**src/rtl/uart_rx.sv**
```systemverilog
// rtl/uart_rx.sv - oversampling UART receiver with parity/stop checks and a valid/ready byte output
module uart_rx #(
  parameter int CLK_FREQ = 25_000_000
) (
  input  logic        clk,
  input  logic        rst,
  input  logic        rx,
  input  logic [31:0] baudrate,
  input  logic [1:0]  stop_bits,
  input  logic        parity_en,
  input  logic        parity_type,
  output logic [7:0]  data,
  output logic        valid,
  input  logic        ready,
  output logic        parity_err,
  output logic        frame_err,
  output logic        overrun
);

  typedef enum logic [2:0] {IDLE, START, DATA, PARITY, STOP} state_t;

  state_t      state, state_next;
  logic        rx_meta, rx_sync, rx_prev;
  logic [31:0] div, half, cnt;
  logic [7:0]  shift;
  logic [2:0]  bit_idx;
  logic        stop_idx;
  logic        perr_acc, ferr_acc;
  logic        fall, tick, two_stop, last_stop, complete;

  assign div       = 32'(CLK_FREQ) / baudrate;
  assign half      = div >> 1;
  assign fall      = rx_prev & ~rx_sync;
  assign tick      = (cnt == 32'd0);
  assign two_stop  = (stop_bits >= 2'd2);
  assign last_stop = ~two_stop | stop_idx;

  always_ff @(posedge clk or posedge rst) begin
    if (rst) begin
      rx_meta <= 1'b1;
      rx_sync <= 1'b1;
      rx_prev <= 1'b1;
      state   <= IDLE;
    end else begin
      rx_meta <= rx;
      rx_sync <= rx_meta;
      rx_prev <= rx_sync;
      state   <= state_next;
    end
  end

  always_comb begin
    state_next = state;
    complete   = 1'b0;
    case (state)
      IDLE:   if (fall) state_next = START;
      START:  if (tick) state_next = rx_sync ? IDLE : DATA;
      DATA:   if (tick && bit_idx == 3'd7) state_next = parity_en ? PARITY : STOP;
      PARITY: if (tick) state_next = STOP;
      STOP: begin
        if (tick && last_stop) begin
          state_next = IDLE;
          complete   = 1'b1;
        end
      end
      default: state_next = IDLE;
    endcase
  end

  // Bit timing and frame assembly
  always_ff @(posedge clk or posedge rst) begin
    if (rst) begin
      cnt      <= 32'd0;
      shift    <= 8'd0;
      bit_idx  <= 3'd0;
      stop_idx <= 1'b0;
      perr_acc <= 1'b0;
      ferr_acc <= 1'b0;
    end else begin
      if (state == IDLE) begin
        if (fall) cnt <= half - 32'd1;
      end else if (tick) begin
        cnt <= div - 32'd1;
      end else begin
        cnt <= cnt - 32'd1;
      end

      if (tick) begin
        case (state)
          START: begin
            bit_idx  <= 3'd0;
            stop_idx <= 1'b0;
            perr_acc <= 1'b0;
            ferr_acc <= 1'b0;
          end
          DATA: begin
            shift   <= {rx_sync, shift[7:1]};
            bit_idx <= bit_idx + 3'd1;
          end
          PARITY: perr_acc <= ((^shift) ^ rx_sync) != parity_type;
          STOP: begin
            if (!rx_sync) ferr_acc <= 1'b1;
            stop_idx <= 1'b1;
          end
          default: ;
        endcase
      end
    end
  end

  // A handshake in the completion cycle frees the slot, so the new frame loads
  always_ff @(posedge clk or posedge rst) begin
    if (rst) begin
      data       <= 8'd0;
      valid      <= 1'b0;
      parity_err <= 1'b0;
      frame_err  <= 1'b0;
      overrun    <= 1'b0;
    end else begin
      overrun <= 1'b0;
      if (complete) begin
        if (!valid || ready) begin
          data       <= shift;
          parity_err <= perr_acc;
          frame_err  <= ferr_acc | ~rx_sync;
          valid      <= 1'b1;
        end else begin
          overrun <= 1'b1;
        end
      end else if (valid && ready) begin
        valid <= 1'b0;
      end
    end
  end

endmodule

```
**config.mk**
```make
export PLATFORM = sky130hd
export DESIGN_NAME = uart_rx
export DESIGN_NICKNAME = d
export VERILOG_FILES = /design/src/rtl/uart_rx.sv
export SDC_FILE = /design/constraint.sdc
export NUM_CORES = 1
export LEC_CHECK = 0
export ABC_AREA = 0
export ABC_CLOCK_PERIOD_IN_PS = 3300
export CORE_ASPECT_RATIO = 1.75
export CORE_MARGIN = 2
export CORE_UTILIZATION = 24
export DETAILED_ROUTE_END_ITERATION = 8
export HOLD_SLACK_MARGIN = 0.06
export RECOVER_POWER = 100
export SYNTH_ARGS = -nofsm -noshare
export SYNTH_HDL_FRONTEND = slang
export SYNTH_SLANG_ARGS = --single-unit
```
**constraint.sdc**
```tcl
create_clock -name clk -period 3.3 [get_ports clk]
set_input_delay 0.66 -clock clk [delete_from_list [all_inputs] [get_ports clk]]
set_output_delay 0.66 -clock clk [all_outputs]
set_load 0.01 [all_outputs]
```
Word-level counts from Yosys, hierarchy flattened
Index checks and enable logic that the tools add are counted.
- output and inout bits: 12
- flip-flop bits (word level): 64
- bits of input ports: 40
- word-level logic and storage cells: 83
- add/subtract/negate cells: 4
- divide/modulo/power cells: 1
- reductions and logical operators: 20
- bitwise gates (word level): 6
- multiplexer cells: 23
- equality and inequality tests: 13
- order comparisons: 1
- operators with widths (operator ; number):
    $mux W32 ; 3
    $sub A32 B1 Y32 const B ; 2
    $div A25 B32 Y32 const A ; 1
    $logic_not A32 Y1 ; 1
    $sub A31 B1 Y32 const B ; 1
    $mux W3 ; 6
    $pmux W3 S5 ; 1
    $ne A2 B2 Y1 const B ; 6
    $reduce_and A2 Y1 ; 6
    $mux W1 ; 8
    $reduce_bool A2 Y1 ; 4
    $reduce_xor A8 Y1 ; 1
    $eq A3 B2 Y1 const B ; 2
    $eq A3 B3 Y1 const B ; 2
    $pmux W1 S2 ; 3
    $pmux W3 S2 ; 1
    $reduce_and A5 Y1 ; 1
    $add A3 B1 Y3 const B ; 1
    $eq A3 B1 Y1 const B ; 1
    $logic_and A1 B1 Y1 ; 3
    $logic_not A3 Y1 ; 1
    $reduce_and A3 Y1 ; 1
    $ge A2 B2 Y1 const B ; 1
    $mux W2 ; 1
    8 further kinds ; 10

Logic depth before layout (Yosys ltp)
Gate-level depths: netlist (run 1).
- word-level depth: 8
- gate-level depth with buffers: 327
- gate-level depth less buffers: 295

Worst setup path before layout (run 1)
OpenSTA, ideal clock, no wires.
- path type: input to register
- from: input port baudrate[28]
- to: register cnt[14]
- arrival time: 67870 ps
- setup time: 136 ps
- data required time: 3164 ps
- cell stages on the path: 299
- path buffers: 55
- slack: -64706 ps
- path through: or4_1 -> nor3_1 -> and3_1 -> clkbuf_1 -> clkbuf_1 -> nand2_1 -> nor3_1 -> o21ai_0 -> nor2_1 -> ha_1 -> o21bai_1 -> a21o_1 -> o211ai_1 -> nand3_1 -> inv_1 -> ha_1 -> a31oi_1 -> nor3_1 -> [263 not listed] -> o41a_1 -> a31o_2 -> xor2_1 -> mux2_1 -> ha_1 -> a21o_1 -> a211oi_1 -> a21oi_1 -> a21oi_1 -> o21ai_1 -> inv_1 -> ha_1 -> inv_1 -> or3b_2 -> or2_1 -> nor4_1 -> xor2_1 -> o21ai_0
- word-level cells in the longest chain between the ends: 4
- elaborated cells between the ends (all ways): 6
- classes of those cells: add/sub: 2; div: 1; mux: 3
- ends and longest elaborated chain (element ; RTL line ; source):
    start, declared ; 8 ; input logic [31:0] baudrate,
    $div A25 B32 Y32 * ; 31 ; assign div = 32'(CLK_FREQ) / baudrate;
    $sub A32 B1 Y32 or $sub A31 B1 Y32 (tied branches) ; 83, 81 ;
    $mux W32, on equally long branches ; 82, 81 ;
    $mux W32 * ; 80 ; if (state == IDLE) begin
    end signal, assigned ; 81 ; if (fall) cnt <= half - 32'd1;
    end signal, assigned ; 83 ; cnt <= div - 32'd1;
    end signal, assigned ; 85 ; cnt <= cnt - 32'd1;
    end, declared ; 24 ; logic [31:0] div, half, cnt;
Every way passes the cells marked *; elsewhere a longest branch is shown, timed or not. The select of a mux whose other input is x is not followed.
A chain may end at the register's enable or synchronous reset.

Worst setup path in the final report (run 1)
- from: input port baudrate[16]
- to: register cnt[30]
Same word-level chain as after synthesis.

==> results.rst, run 1 <==
.. list-table::
   :header-rows: 1

   * - Metric
     - Value
   * - Most common cell in the synthesized netlist
     - nor2_1
   * - Final setup violation count
     - 50
   * - Number of nets in the synthesized netlist
     - 5955
   * - Post-layout instance area
     - 71400 µm²
   * - Clock-pin slew reported for the worst setup and hold paths after clock tree synthesis
     - 0.06 ns
   * - Initial Utilization
     - 24.1%
   * - Area of the core
     - 153000 µm²
   * - Worst R2R Start
     - cnt[13]
   * - Number of I/O port buffers
     - 50
   * - Mean area per synthesized cell
     - 6.80 µm²
   * - Commonest cells post-synth
     - nor2_1, nand2_1, a21oi_1
   * - Yosys cell types
     - 123
   * - Sink Count
     - 64
   * - Width of the die
     - 300 µm
   * - Post-synthesis instance area
     - 36800 µm²
   * - Reg-to-reg slack, setup
     - -1.11 ns
   * - Clock tree from TritonCTS
     - yes
   * - Residual antenna-violating net count after detailed routing
     - 0
   * - Setup TNS
     - -1751.28 ns
   * - Number of global-route vias before repair
     - 59033
   * - Arrival time at the worst endpoint
     - 58.41 ns
   * - Number of warnings reported in the yosys synthesis log
     - 0
   * - Count of routing violations after the opening detailed-route iteration
     - 3748
   * - Post-synthesis async set-or-reset flop share
     - 100%
   * - Worst r2r path cells
     - 15
   * - Capture point of the critical path
     - cnt[30]
   * - Drt wl/cell
     - 24.1 µm
   * - Power density cells
     - 98.8 nW/µm²
   * - Worst clock skew
     - 0.00706 ns
   * - Fin. max-slew vios
     - 65
   * - WL final
     - 251000 µm
   * - Max H-tree Level
     - 3
   * - Req. time, crit path
     - 3.50 ns
   * - MaxCap Viol Count
     - 1
   * - Placer congestion estimate
     - 1.07
   * - Top achievable clock speed
     - 0.0172 GHz
   * - Total global-route track usage
     - 30.1%
   * - Share of synthesized area occupied by flip-flops and latches
     - 4.36%
   * - Max incr delay on CP
     - 0.59 ns
   * - Crit-path most repeated cell
     - buf_4
   * - Critical path start-end classification
     - input port to register
   * - Placed wire-length estimate
     - 194000 µm
   * - Standby leakage power
     - 33.6 nW
   * - Synth Instances
     - 5417
   * - Nets@finish
     - 8921
   * - Area fraction of the dominant cell type after synthesis
     - 16.9%
   * - Portion of the clock cycle consumed by the worst path in the final layout
     - 1760%
   * - Number of antenna violations at the first check in global routing
     - 10
   * - Worst setup startpoint
     - baudrate[16]
   * - Violated checks
     - max-capacitance violations, max-slew violations, negative setup slack
   * - Maximum buffer depth of the clock tree
     - 2
   * - Number of hold-slack violations in the final timing report
     - 0
   * - Layout Area Growth over Synthesis
     - 94.1%
   * - CTS root buf
     - clkbuf_16
   * - Top cell type by total area after synthesis
     - ha_1
   * - Startpoint type of the worst setup path
     - input port
   * - Die Height
     - 522 µm
   * - Post-synth top flop
     - dfrtp_1
   * - Shortest period the worst path allows
     - 58.20 ns
   * - Post-route setup slack
     - -54.90 ns
   * - Number of search-and-repair iterations in the first detailed-routing pass
     - 7
   * - Maximum number of pins on one net before global-route repair
     - 65
   * - Actual transition at the worst max-transition pin
     - 1.81 ns
   * - RSZ-0062 raised after global routing
     - true
   * - Placement Cell Area
     - 60700 µm²
   * - DRC violations left
     - 0
   * - Die area
     - 157000 µm²
   * - Quantity of hold-fixing buffers added after cts
     - 0
   * - Number of flops mapped to enable cells by yosys
     - 0
   * - Outcome
     - complete, but fails checks
   * - Worst path slowest cell
     - or4_4
   * - Cells taking the most area after synthesis
     - ha_1, a21oi_1, nor2_1, nand2_1, xnor2_1
   * - FP Rows
     - 190
   * - Power after layout
     - 7.06 mW
   * - Flip-flop and latch count after synthesis
     - 64
   * - Slew headroom
     - -20.9%
   * - Maximum vdd drop
     - 0.223 mV
   * - Wire length of the first global-routing pass
     - 355000 µm
   * - Sort of element at the end of the critical path
     - register
   * - Average via count per standard cell
     - 5.52
   * - Endpoint of the worst-slack reg-to-reg timing path
     - cnt[30]
   * - Number of buffers added by the clock tree synthesis step
     - 9
   * - Share of layout cells above drive strength 1
     - 51.9%
   * - Largest fanout on the critical path
     - 11
   * - Via count
     - 57424
   * - Clock network latency to the later pin of the worst-skew pair
     - 0.35 ns
   * - Ports
     - 52
   * - HP Class
     - register to register
   * - Global-route congestion overflow total
     - 0
-- worst max-delay path, delay by kind of cell --
kind / cells / cell delay [ns]
AO/OA/AOI/OAI: 121 / 24.16
AND/OR/NAND/NOR: 88 / 15.14
buffers and inverters: 63 / 9.52
adder cells (fa/ha/maj): 31 / 7.61
XOR/XNOR: 3 / 0.80
multiplexers: 1 / 0.22
-- what timing repair did --
| action | CTS | global route |
|---|---|---|
| gates resized for setup | 663 | 675 |
| pin swaps | 318 | 440 |
| gates cloned | 9 | 5 |
| buffers inserted | 294 | 208 |
| endpoints found under the setup margin | 32 | 34 |
-- stage by stage --
stage                     std cells  hold WS, ns  setup WS [ns]  util (%)
after floorplan                5417        0.345         -52.79         -
after global placement         9883        0.359         -60.68      39.8
after detailed placement       9883        0.357         -61.01      39.8
after CTS                     10201        0.366         -54.30      43.7
after global routing          10405        0.367         -57.05      46.8
final                         10410        0.363         -54.90      46.8
-- flip-flops by register name, summed over array words and instances (netlist names), 3 cells and up --
signal   cells
cnt         32
data         8
shift        8
bit_idx      3
state        3
-- area by class of cell --
type	count	area (µm²)
inverters	185	708
multi-input cells	4984	41300
fillers	14716	81200
diodes	6	15.0
flip-flops and latches	64	1610
clock buffers	10	229
clock inverters	6	60.1
well taps	2016	2520
repair buffers	3139	25000
-- cells in the final DEF (no fill, tap or decap), drive strengths merged, types with 132 or more instances in the layout --
cell	Yosys	routed
buf	55	3077
nor2	594	594
nand2	581	581
a21oi	525	525
ha	498	498
o21ai	358	358
xnor2	248	248
a21o	190	190
inv	184	178
xor2	161	161
nor3	158	158
nand3	132	132
-- report_power, final --
part | total (mW) | leakage [nW] | internal, mW | switching, mW
registers | 0.791 | 0.739 | 0.788 | 0.00219
clock network | 0.981 | 0.138 | 0.581 | 0.400
logic | 5.28 | 32.7 | 2.53 | 2.75
-- how the worst min path moves through the flow --
stage / slack (ns) / cells past startpoint / start / end
CTS: 0.37 / 0 / rx_meta / rx_sync
detailed placement: 0.36 / 0 / rx_meta / rx_sync
global route: 0.37 / 0 / rx_meta / rx_sync
global placement: 0.36 / 0 / rx_meta / rx_sync
floorplan: 0.35 / 0 / rx_meta / rx_sync
finish: 0.36 / 0 / rx_meta / rx_sync
-- metal layers --
layer	part of all wire, %	track usage [%]	vias to the layer above
met3	5.3	4.01	1371
met2	50	55.6	2582
met5	0.021	0	-
met1	32	27.1	27132
met4	13	31.9	8
li1	-	-	26331
-- logic make-up (layout without fill, tap and decap cells) --
logic type | count (synthesis) | count (layout) | synth area share, %
other | 1 | 7 | 0.0102
AND/OR/NAND/NOR | 2004 | 2005 | 26.1
flip-flops | 64 | 64 | 4.36
AO/OA/AOI/OAI | 1969 | 1969 | 35.8
adder cells (fa/ha/maj) | 498 | 498 | 16.9
multiplexers | 102 | 102 | 3.06
buffers and inverters | 370 | 3340 | 3.97
XOR/XNOR | 409 | 409 | 9.73
Note: power is estimated with default switching activity, not from simulation.
==> inputs of run 2 (changes only) <==
Settings changed: SETUP_SLACK_MARGIN from default to 0.05, SLEW_MARGIN from default to 10.
==> results.rst, run 2 (synthesis results as in run 1) <==
.. list-table::
   :header-rows: 1

   * - Metric
     - Value
   * - Outcome
     - complete, but fails checks
   * - Violated checks
     - max-capacitance violations, max-slew violations, negative setup slack
   * - Top achievable clock speed
     - 0.0172 GHz (+0.26%)
   * - Max reg flops
     - 32 (unchanged)
   * - Worst clock skew
     - 0.00828 ns (+0.00122 ns)
   * - Req. time, crit path
     - 3.50 ns (about the same)
   * - Portion of the clock cycle consumed by the worst path in the final layout
     - 1760% (-4.6 points)
   * - RSZ-0062 raised after global routing
     - true
   * - Critical path start-end classification
     - input port to register
   * - Clock network latency to the later pin of the worst-skew pair
     - 0.35 ns (about the same)
   * - Placed Instances
     - 9883 (unchanged)
   * - Max incr delay on CP
     - 0.59 ns (about the same)
   * - Number of hold-slack violations in the final timing report
     - 0 (unchanged)
   * - Slew headroom
     - -21.7% (-0.84 points)
   * - Drt wl/cell
     - 24.1 µm (about the same)
   * - Count of fill cells added during filler insertion
     - 14683 (-0.22%)
   * - Final setup violation count
     - 50 (unchanged)
   * - Post-route setup slack
     - -54.75 ns (+0.151 ns)
   * - Fin. max-slew vios
     - 68 (+4.6%)
   * - Clock-pin slew reported for the worst setup and hold paths after clock tree synthesis
     - 0.06 ns (about the same)
   * - Commonest non-fill, non-tap cell in the layout
     - buf_4
   * - Number of I/O port buffers
     - 50 (unchanged)
   * - Startpoint type of the worst setup path
     - input port
   * - Total global-route track usage
     - 30.1% (unchanged)
   * - Sort of element at the end of the critical path
     - register
   * - Number of search-and-repair iterations in the first detailed-routing pass
     - 6 (-1)
   * - Actual transition at the worst max-transition pin
     - 1.83 ns (+0.0127 ns)
   * - Sink Count
     - 64 (unchanged)
   * - Wire length of the first global-routing pass
     - 355000 µm (unchanged)
   * - WL final
     - 251000 µm (+0.12%)
   * - Max H-tree Level
     - 3 (unchanged)
   * - Worst Hold Slack
     - 0.363 ns (-0.0000690 ns)
   * - Number of standard cells in the final layout excluding fillers
     - 10433 (+0.22%)
   * - Width of the die
     - 300 µm (unchanged)
   * - Placer congestion estimate
     - 1.07 (unchanged)
   * - Area of the core
     - 153000 µm² (unchanged)
   * - CTS root buf
     - clkbuf_16
   * - Average via count per standard cell
     - 5.52 (about the same)
   * - Maximum number of pins on one net before global-route repair
     - 65 (unchanged)
   * - Layout Area Growth over Synthesis
     - 94.7%
   * - Residual antenna-violating net count after detailed routing
     - 0 (unchanged)
   * - Die area
     - 157000 µm² (unchanged)
   * - Standby leakage power
     - 33.8 nW (+0.40%)
   * - Count of routing violations after the opening detailed-route iteration
     - 3783 (+0.93%)
   * - DRC violations left
     - 0 (unchanged)
   * - MaxCap Viol Count
     - 2 (+1)
   * - Setup TNS
     - -1745.52 ns (+5.76 ns)
   * - Clock tree from TritonCTS
     - yes
   * - Number of antenna violations at the first check in global routing
     - 10 (unchanged)
   * - FP Rows
     - 190 (unchanged)
   * - Number of global-route vias before repair
     - 59033 (unchanged)
   * - Ports
     - 52 (unchanged)
   * - Largest register by flop count
     - cnt
   * - Die Height
     - 522 µm (unchanged)
   * - Placed wire-length estimate
     - 194000 µm (unchanged)
   * - Worst path slowest cell
     - or4_4
   * - Via count
     - 57539 (+0.20%)
   * - Initial Utilization
     - 24.1% (unchanged)
   * - Share of layout cells above drive strength 1
     - 52.1% (+0.13 points)
   * - Top library cells by usage in the layout, fill and taps aside
     - buf_4, nand2_1, nor2_1
   * - Maximum buffer depth of the clock tree
     - 2 (unchanged)
   * - Crit-path most repeated cell
     - buf_4
   * - Shortest period the worst path allows
     - 58.05 ns (-0.151 ns)
   * - HP Class
     - register to register
   * - Number of buffers added by the clock tree synthesis step
     - 9 (unchanged)
   * - Arrival time at the worst endpoint
     - 58.25 ns (-0.16 ns)
   * - Power density cells
     - 98.5 nW/µm² (-0.27%)
   * - Maximum vdd drop
     - 0.231 mV (+3.9%)
   * - Global-route congestion overflow total
     - 0 (unchanged)
   * - Final Core Density
     - 47.0% (+0.16 points)
   * - Nets@finish
     - 8945 (+0.27%)
   * - Largest fanout on the critical path
     - 8 (-3)
   * - Top Registers
     - cnt x32, data x8, shift x8
## run 2: changes by cell type in the layout (fill, tap and decap cells not counted), sizes merged
cell / delta
buf: +24
diode: -1
## run 2: final cells by class
type                            count  area [µm²]  share of cell area [%]
Clock inverter                      6        60.1                  0.0838
Timing Repair Buffer             3163       25200                    35.1
Inverter                          185         701                   0.977
Multi-Input combinational cell   4984       41400                    57.7
Clock buffer                       10         229                   0.319
Sequential cell                    64        1610                    2.24
Tap cell                         2016        2520                    3.52
Antenna cell                        5        12.5                  0.0175
## run 2: timing repair
| action | 4_1_cts | 5_1_grt |
|---|---|---|
| gates resized for setup | 663 | 677 |
| setup buffers | 294 | 226 |
| hold buffers | 0 | 0 |
| endpoints found under the setup margin | 32 | 41 |
| pin swaps | 318 | 444 |
| gates cloned | 9 | 5 |
## run 2: per-layer routing
layer	vias up	track usage [%]	share of wire, %
met3	1319	4.01	5.0
met2	2435	55.6	50
met4	6	31.9	13
li1	26399	-	-
met1	27380	27.1	32
met5	-	0	0.016
## run 2: final timing paths
kind / to / slack (ns) / startpoint / cells past startpoint
worst max-delay path: cnt[30] / -54.75 / baudrate[16] / 309
worst min-delay path: rx_sync / 0.36 / rx_meta / 0
worst max register to register: cnt[30] / -1.12 / cnt[13] / 15
worst min register to register: rx_sync / 0.36 / rx_meta / 0
max in group asynchronous: cnt[18] / 0.82 / rst / 3
min in group asynchronous: overrun / 1.37 / rst / 3
## run 2: where the power goes
| part | switching, mW | internal, mW |
|---|---|---|
| Sequential | 0.00216 | 0.788 |
| Combinational | 2.75 | 2.53 |
| Clock | 0.402 | 0.581 |
## run 2: critical path, delay by kind of cell
kind                       cells  cell delay [ns]
xor gates and xnor gates       4             1.10
and+or+nand+nor               84            14.02
buffers and inverters         65             9.39
AOI/OAI and AO/OA            122            24.10
adders and majority gates     31             7.71
muxes                          3             1.00
## run 2: per-stage QoR
step           total power, mW  worst slack [ns]  cell area [µm²]
6_report                  7.06            -54.75            71700
5_1_grt                   7.38            -56.68            71700
4_1_cts                   6.61            -54.30            66700
3_5_place_dp              5.30            -61.01            60700
3_3_place_gp              5.26            -60.68            60700
2_1_floorplan             2.95            -52.79            39500
